$ cat src/rtl/alu_muldiv_iter_pkg.sv
// Shared types for the iterative RV32M multiply/divide unit.
// mdOPType encoding keeps divide ops in bit 2 and remainder ops in bits 2 and 1.
package alu_muldiv_iter_pkg;

    typedef enum logic [2:0] {
        MUL    = 3'd0,
        MULH   = 3'd1,
        MULHSU = 3'd2,
        MULHU  = 3'd3,
        DIV    = 3'd4,
        DIVU   = 3'd5,
        REM    = 3'd6,
        REMU   = 3'd7
    } mdOPType;

    function automatic logic is_div_op(mdOPType op);
        return op[2];
    endfunction

    function automatic logic is_rem_op(mdOPType op);
        return op[2] & op[1];
    endfunction

endpackage

$ cat src/rtl/alu_muldiv_iter_if.sv
// Request/response handshake bundle between the execute stage and the mul/div unit.
interface alu_muldiv_iter_if
    import alu_muldiv_iter_pkg::*;
#(
    parameter int XLEN = 32
);
    logic            in_valid;
    logic            in_ready;
    mdOPType         mdOP;
    logic [XLEN-1:0] inputA;
    logic [XLEN-1:0] inputB;
    logic            out_valid;
    logic            out_ready;
    logic [XLEN-1:0] result;
    logic            negative;
    logic            zero;
    logic            busy;

    modport master (
        output in_valid, mdOP, inputA, inputB, out_ready,
        input  in_ready, out_valid, result, negative, zero, busy
    );

    modport slave (
        input  in_valid, mdOP, inputA, inputB, out_ready,
        output in_ready, out_valid, result, negative, zero, busy
    );
endinterface

$ cat src/rtl/alu_muldiv_iter_muldiv_step.sv
// One iteration over the 2*XLEN accumulator: shift-add multiply (multiplier in the
// low half, consumed LSB first) or restoring divide (remainder high, quotient low).
module muldiv_step #(
    parameter int XLEN = 32
) (
    input  logic [2*XLEN-1:0] acc,
    input  logic [XLEN-1:0]   opnd,
    input  logic              is_div,
    output logic [2*XLEN-1:0] acc_next
);
    logic [XLEN:0] sum;
    logic [XLEN:0] part;
    logic [XLEN:0] trial;

    always_comb begin
        sum   = {1'b0, acc[2*XLEN-1:XLEN]} + (acc[0] ? {1'b0, opnd} : '0);
        // Partial remainder shifted left with the next dividend bit; needs XLEN+1 bits.
        part  = acc[2*XLEN-1:XLEN-1];
        trial = part - {1'b0, opnd};
        if (is_div) begin
            if (!trial[XLEN]) acc_next = {trial[XLEN-1:0], acc[XLEN-2:0], 1'b1};
            else              acc_next = {part[XLEN-1:0], acc[XLEN-2:0], 1'b0};
        end else begin
            acc_next = {sum, acc[XLEN-1:1]};
        end
    end
endmodule

$ cat src/rtl/alu_muldiv_iter.sv
// Iterative RV32M multiply/divide unit: one bit per cycle on sign-stripped operands,
// sign restored in FIX, result held in DONE until the consumer takes it.
module alu_muldiv_iter
    import alu_muldiv_iter_pkg::*;
#(
    parameter int XLEN = 32
) (
    input  logic             clk,
    input  logic             nrst,
    input  logic             flush,
    alu_muldiv_iter_if.slave bus
);
    typedef enum logic [1:0] {IDLE, CALC, FIX, DONE} state_t;
    localparam int CW = $clog2(XLEN) + 1;

    state_t            state;
    mdOPType           op;
    logic [2*XLEN-1:0] acc;
    logic [2*XLEN-1:0] acc_next;
    logic [XLEN-1:0]   opnd;
    logic              res_neg;
    logic [CW-1:0]     count;
    logic [XLEN-1:0]   result;
    logic              negative;
    logic              zero;
    logic              out_valid;
    logic              op_is_div;

    logic              a_sgn, b_sgn, a_neg, b_neg, div0, ovf;
    logic [XLEN-1:0]   mag_a, mag_b;
    logic [2*XLEN-1:0] special_acc;

    // Accept-time decode: magnitudes, result sign and the CALC-bypass cases.
    always_comb begin
        a_sgn = bus.mdOP inside {MULH, MULHSU, DIV, REM};
        b_sgn = bus.mdOP inside {MULH, DIV, REM};
        a_neg = a_sgn & bus.inputA[XLEN-1];
        b_neg = b_sgn & bus.inputB[XLEN-1];
        mag_a = a_neg ? -bus.inputA : bus.inputA;
        mag_b = b_neg ? -bus.inputB : bus.inputB;
        div0  = is_div_op(bus.mdOP) && (bus.inputB == '0);
        ovf   = (bus.mdOP inside {DIV, REM}) && (&bus.inputB)
                && (bus.inputA == {1'b1, {(XLEN-1){1'b0}}});
        // Special results are preloaded where FIX will pick them up with no negation.
        if (div0)
            special_acc = is_rem_op(bus.mdOP) ? {bus.inputA, {XLEN{1'b0}}}
                                              : {{XLEN{1'b0}}, {XLEN{1'b1}}};
        else if (is_rem_op(bus.mdOP))
            special_acc = '0;
        else
            special_acc = {{XLEN{1'b0}}, bus.inputA};
    end

    assign op_is_div = is_div_op(op);

    muldiv_step #(.XLEN(XLEN)) u_step (
        .acc      (acc),
        .opnd     (opnd),
        .is_div   (op_is_div),
        .acc_next (acc_next)
    );

    logic [2*XLEN-1:0] prod;
    logic [XLEN-1:0]   quo, remd, fix_val;

    always_comb begin
        prod = res_neg ? -acc : acc;
        quo  = res_neg ? -acc[XLEN-1:0] : acc[XLEN-1:0];
        remd = res_neg ? -acc[2*XLEN-1:XLEN] : acc[2*XLEN-1:XLEN];
        case (op)
            MUL:                 fix_val = prod[XLEN-1:0];
            MULH, MULHSU, MULHU: fix_val = prod[2*XLEN-1:XLEN];
            DIV, DIVU:           fix_val = quo;
            default:             fix_val = remd;
        endcase
    end

    always_ff @(posedge clk or negedge nrst) begin
        if (!nrst) begin
            state     <= IDLE;
            op        <= MUL;
            acc       <= '0;
            opnd      <= '0;
            res_neg   <= 1'b0;
            count     <= '0;
            result    <= '0;
            negative  <= 1'b0;
            zero      <= 1'b1;
            out_valid <= 1'b0;
        end else if (flush) begin
            state     <= IDLE;
            count     <= '0;
            out_valid <= 1'b0;
        end else begin
            case (state)
                IDLE: if (bus.in_valid) begin
                    op    <= bus.mdOP;
                    count <= '0;
                    if (div0 || ovf) begin
                        acc     <= special_acc;
                        res_neg <= 1'b0;
                        state   <= FIX;
                    end else begin
                        acc     <= is_div_op(bus.mdOP) ? {{XLEN{1'b0}}, mag_a} : {{XLEN{1'b0}}, mag_b};
                        opnd    <= is_div_op(bus.mdOP) ? mag_b : mag_a;
                        res_neg <= is_rem_op(bus.mdOP) ? a_neg : (a_neg ^ b_neg);
                        state   <= CALC;
                    end
                end
                CALC: begin
                    acc   <= acc_next;
                    count <= count + 1'b1;
                    if (count == CW'(XLEN - 1)) state <= FIX;
                end
                FIX: begin
                    result    <= fix_val;
                    negative  <= fix_val[XLEN-1];
                    zero      <= (fix_val == '0);
                    out_valid <= 1'b1;
                    state     <= DONE;
                end
                DONE: if (bus.out_ready) begin
                    out_valid <= 1'b0;
                    state     <= IDLE;
                end
                default: state <= IDLE;
            endcase
        end
    end

    assign bus.in_ready  = (state == IDLE);
    assign bus.busy      = (state != IDLE);
    assign bus.out_valid = out_valid;
    assign bus.result    = result;
    assign bus.negative  = negative;
    assign bus.zero      = zero;
endmodule

$ cat src/flat_wrapper.sv
// flat-port wrapper written by rule: the top's interface ports become plain ports
module alu_muldiv_iter_flat import alu_muldiv_iter_pkg::*;
#(
    parameter int XLEN = 32
)
  (clk, nrst, flush, bus_in_valid, bus_mdOP, bus_inputA, bus_inputB, bus_out_ready, bus_in_ready, bus_out_valid, bus_result, bus_negative, bus_zero, bus_busy);
  alu_muldiv_iter_if #(.XLEN(XLEN)) bus_i ();
  input  logic clk;
  input  logic nrst;
  input  logic flush;
  input wire logic [$bits(bus_i.in_valid)-1:0] bus_in_valid;
  input wire logic [$bits(bus_i.mdOP)-1:0] bus_mdOP;
  input wire logic [$bits(bus_i.inputA)-1:0] bus_inputA;
  input wire logic [$bits(bus_i.inputB)-1:0] bus_inputB;
  input wire logic [$bits(bus_i.out_ready)-1:0] bus_out_ready;
  output wire logic [$bits(bus_i.in_ready)-1:0] bus_in_ready;
  output wire logic [$bits(bus_i.out_valid)-1:0] bus_out_valid;
  output wire logic [$bits(bus_i.result)-1:0] bus_result;
  output wire logic [$bits(bus_i.negative)-1:0] bus_negative;
  output wire logic [$bits(bus_i.zero)-1:0] bus_zero;
  output wire logic [$bits(bus_i.busy)-1:0] bus_busy;
  assign bus_i.in_valid = bus_in_valid;
  assign bus_i.mdOP = bus_mdOP;
  assign bus_i.inputA = bus_inputA;
  assign bus_i.inputB = bus_inputB;
  assign bus_i.out_ready = bus_out_ready;
  assign bus_in_ready = bus_i.in_ready;
  assign bus_out_valid = bus_i.out_valid;
  assign bus_result = bus_i.result;
  assign bus_negative = bus_i.negative;
  assign bus_zero = bus_i.zero;
  assign bus_busy = bus_i.busy;
  alu_muldiv_iter #(.XLEN(XLEN)) u_core (.clk(clk), .nrst(nrst), .flush(flush), .bus(bus_i));
endmodule
$ cat config.mk
export PLATFORM = sky130hd
export DESIGN_NAME = alu_muldiv_iter_flat
export DESIGN_NICKNAME = d
export VERILOG_FILES = /design/src/rtl/alu_muldiv_iter_pkg.sv /design/src/rtl/alu_muldiv_iter_if.sv /design/src/rtl/alu_muldiv_iter_muldiv_step.sv /design/src/rtl/alu_muldiv_iter.sv /design/src/flat_wrapper.sv
export SDC_FILE = /design/constraint.sdc
export NUM_CORES = 1
export LEC_CHECK = 0
export CAP_MARGIN = 5
export CORE_MARGIN = 2
export CORE_UTILIZATION = 45
export DETAILED_ROUTE_END_ITERATION = 7
export GPL_ROUTABILITY_DRIVEN = 0
export PLACE_DENSITY_LB_ADDON = 0.15
export SLEW_MARGIN = 5
export SYNTH_ARGS = -nofsm -noshare
export SYNTH_HDL_FRONTEND = slang
export SYNTH_SLANG_ARGS = --single-unit
export TNS_END_PERCENT = 20
$ cat constraint.sdc
create_clock -name clk -period 4.94 [get_ports clk]
set_input_delay 0.988 -clock clk [delete_from_list [all_inputs] [get_ports clk]]
set_output_delay 0.988 -clock clk [all_outputs]
set_load 0.005 [all_outputs]
==> qor.txt, run 1 <==
Post-DP HPWL -> 48,070 um
Status -> complete, no violations
Mean area per synthesized cell -> 7.377 um2
Initial drt markers -> 2,041
M1 WL -> 25,950 um
Uppermost layer routed -> met4
Sequential Area -> 0.003557 mm2
CTS Buf Count -> 17
Core area -> 0.03463 mm2
WP data arrival -> 4.62 ns
GRT overflow -> 0
Worst Reg-to-Reg Cells -> 14
Pwr per Cell Area -> 730.3 mW/mm2
Mapped Nets -> 2,295
Fin cells -> 2,642
Setup TNS -> 0 ns
Residual DRC count -> 0
Peak supply drop -> 0.4613 mV
Hold Crit Depth -> 2
Nets@finish -> 2,322
Number of global-route vias before repair -> 16,023
Hold Path End -> u_core.bus.zero
Initial DRT Pass Iterations -> 7
Cells after Synth -> 2,147
Synthesized flop and latch total -> 142
Slew HR -> 0.2482
Setup crit end kind -> flip-flop
Drt via density -> 6.603
Mapped cell area -> 0.01584 mm2
EDFF count, synth -> 0
CTS clk-pin slew, worst paths -> 0.07 ns
Clock tree sinks -> 142
Register area share after synthesis -> 0.2244
Fmax -> 0.2361 GHz
Area occupied by multi-input gates -> 0.01140 mm2
Filler cells -> 3,419
Ys async rst share -> 1.000
CP max FO -> 46
Met2 wire length -> 26,400 um
TritonCTS clock tree -> built
CTS Hold Buffers Added -> 0
Placed Instances -> 2,610
Postcts setup bufs -> 0
Initial core utilization -> 0.4574
Hold path start -> u_core.bus.zero
Main synth FF type -> dfrtp_1
Critical Path RT -> 5.32 ns
Total Die Area -> 0.03671 mm2
Maxcap violations -> 0
H-tree levels -> 4
Synthesis-to-finish area growth -> 12.71%
RSZ-0062 raised after global routing -> no
Flop2flop setup slack -> 0.70 ns
Max Root-Sink Buffers -> 2
Root Buffer -> clkbuf_16
Total number of yosys warnings -> 0
Tmin final -> 4.235 ns
Die Ht -> 191.6 um
Final antenna-violating net count -> 0
Avg WL per Cell -> 23.75 um
Later-pin clock latency in the skew report -> 0.46 ns
First-pass GRT wire length -> 95,470 um
Worst Setup Start Kind -> flip-flop
Row Count -> 68
Initial antenna violation count -> 0
Routed met3 length -> 6813 um
Period Utilization, post-route -> 0.8573
Yosys cell types -> 93
Pin count of the biggest net entering global routing -> 80
Fraction of layout cells with a size suffix above 1 -> 0.06722
Via count -> 17,445
Drt total wl -> 62,740 um
I/O pins -> 109
Final hold vios -> 0
Diode count -> 0
Static Leak -> 7.312 nW
Power, Total -> 0.01304 W
HP Class -> reg2reg
Overall routing resource usage -> 0.3408
Worst Skew -> 0.01443 ns
Max-slew violations -> 0
Worst-Margin Slew -> 1.125 ns
R2r endpoint -> u_core.acc[62]
Post-cts sizing count -> 0
Crit Reg-Reg Startpoint -> u_core.acc[31]
PortBufs -> 108
CP Class -> reg2reg
Die span in x -> 191.6 um
Setup violators final -> 0
## worst max-delay path by stage
stage | end | slack (ns) | start
final | u_core.acc[62] | 0.70 | u_core.acc[31]
after global routing | u_core.acc[61] | 0.58 | u_core.acc[0]
after CTS | u_core.acc[62] | 0.85 | u_core.acc[31]
after detailed placement | u_core.acc[12] | 0.45 | bus_inputA[1]
after global placement | u_core.acc[16] | 0.54 | bus_inputA[1]
after floorplan | u_core.acc[10] | 1.27 | bus_inputA[0]
## worst max-delay path, cell delays in order, from the launching register on
cell	delay (ns)
dfrtp_1	0.49
inv_1	0.22
ha_1	0.22
inv_1	0.06
fa_1	0.43
a211oi_1	0.31
o211ai_1	0.19
a21o_1	0.33
a311oi_1	0.53
o21ai_1	0.13
nand4_1	0.14
buf_12	0.26
a21boi_0	0.45
o21ai_0	0.19
a31oi_1	0.20
## registers in the layout, indices dropped and copies added (netlist names)
name / cells
u_core.acc: 64
u_core.opnd: 32
u_core.bus.result: 31
u_core.count: 6
u_core.op: 3
u_core.state: 2
u_core.bus.negative: 1
u_core.bus.out_valid: 1
u_core.bus.zero: 1
u_core.res_neg: 1
## cell families (layout without fill, tap and decap cells)
group	Yosys count	after routing	share of synthesized area
AO/OA/AOI/OAI	692	692	0.2815
flip-flops	142	142	0.2244
multiplexers	81	81	0.05285
adder cells (fa/ha/maj)	76	76	0.06099
AND/OR/NAND/NOR	790	790	0.2455
XOR/XNOR	139	139	0.07687
buffers and inverters	227	267	0.05783
## area by class of cell
| cell class | instances | share of cell area |
|---|---|---|
| tap | 455 | 0.03189 |
| inverter | 80 | 0.01682 |
| timing repair buffer | 155 | 0.08152 |
| multi-input combinational | 1778 | 0.6384 |
| sequential | 142 | 0.1993 |
| clock buffer | 20 | 0.02446 |
| clock inverter | 12 | 0.007640 |
## per-stage QoR
stage	instance area [um2]	util	setup slack [ns]	hold WS [ns]
final	17850	0.5155	0.7048	0.4696
after detailed placement	17280	0.4990	0.4521	0.4640
after global routing	17850	0.5155	0.5825	0.4833
after CTS	17850	0.5155	0.8508	0.4733
after floorplan	15840	-	1.268	0.4497
after global placement	17280	0.4990	0.5426	0.4598
## metal layers
layer,vias up,GRT usage
li1,7972,-
met1,8233,0.4658
met2,1065,0.5012
met3,175,0.07181
met4,0,0.1831
met5,-,0
## cells in the final DEF (no fill, tap or decap), drive strengths merged, types with 21 or more instances in the layout
cell	synthesis	routed
nand3	45	45
nor2	226	226
a211oi	30	30
a21o	33	33
or4	24	24
inv	79	81
o211ai	29	29
o31ai	35	35
dfrtp	141	141
a21oi	184	184
xnor2	78	78
nand4	31	31
ha	74	74
clkdlybuf4s50	0	106
a31oi	39	39
nor4	33	33
nor3	47	47
and3	23	23
mux2i	60	60
nand2	242	242
mux2	21	21
o21ai	162	162
buf	26	49
xor2	61	61
## power by group
part	total (W)	switching (W)	internal [W]
Combinational	0.00891	0.00533	0.00358
Sequential	0.00280	0.00112	0.00168
Clock	0.00133	0.000582	0.000746
Total	0.0130	0.00704	0.00600
## cell usage after synthesis, types with 9 or more instances
| master | count | share of area |
|---|---|---|
| nand3_1 | 45 | 0.014 |
| a21o_1 | 33 | 0.016 |
| mux2i_1 | 60 | 0.038 |
| o21ai_0 | 156 | 0.049 |
| a211oi_1 | 30 | 0.014 |
| nor4_1 | 30 | 0.012 |
| nand4_1 | 30 | 0.012 |
| dfrtp_1 | 141 | 0.22 |
| or4_1 | 22 | 0.010 |
| a31oi_1 | 39 | 0.015 |
| nor3_1 | 45 | 0.014 |
| mux2_2 | 21 | 0.015 |
| a21oi_1 | 184 | 0.058 |
| o22ai_1 | 20 | 0.0079 |
| o311ai_0 | 13 | 0.0072 |
| buf_2 | 11 | 0.0035 |
| o211ai_1 | 28 | 0.013 |
| a22oi_1 | 14 | 0.0066 |
| ha_1 | 74 | 0.058 |
| nand2b_1 | 18 | 0.0071 |
| o41ai_1 | 14 | 0.0077 |
| nand2_1 | 241 | 0.057 |
| inv_1 | 78 | 0.018 |
| or2_2 | 9 | 0.0036 |
| and2_1 | 13 | 0.0051 |
| o221ai_1 | 10 | 0.0055 |
| xnor2_1 | 78 | 0.043 |
| nor2_1 | 226 | 0.054 |
| or3_1 | 20 | 0.0079 |
| o31ai_1 | 35 | 0.017 |
| clkbuf_1 | 120 | 0.028 |
| and3_1 | 23 | 0.0091 |
| nor2b_1 | 13 | 0.0051 |
| a21boi_0 | 11 | 0.0052 |
| xor2_1 | 61 | 0.034 |
| a221oi_1 | 10 | 0.0055 |
| o21a_1 | 12 | 0.0057 |
(Power assumes the default switching activity.)
==> run 2: changes to the inputs <==
SKIP_CTS_REPAIR_TIMING = 1   (was not set)
==> results of run 2 <==
Final layout, timing and power as in run 1 (identical DEF).
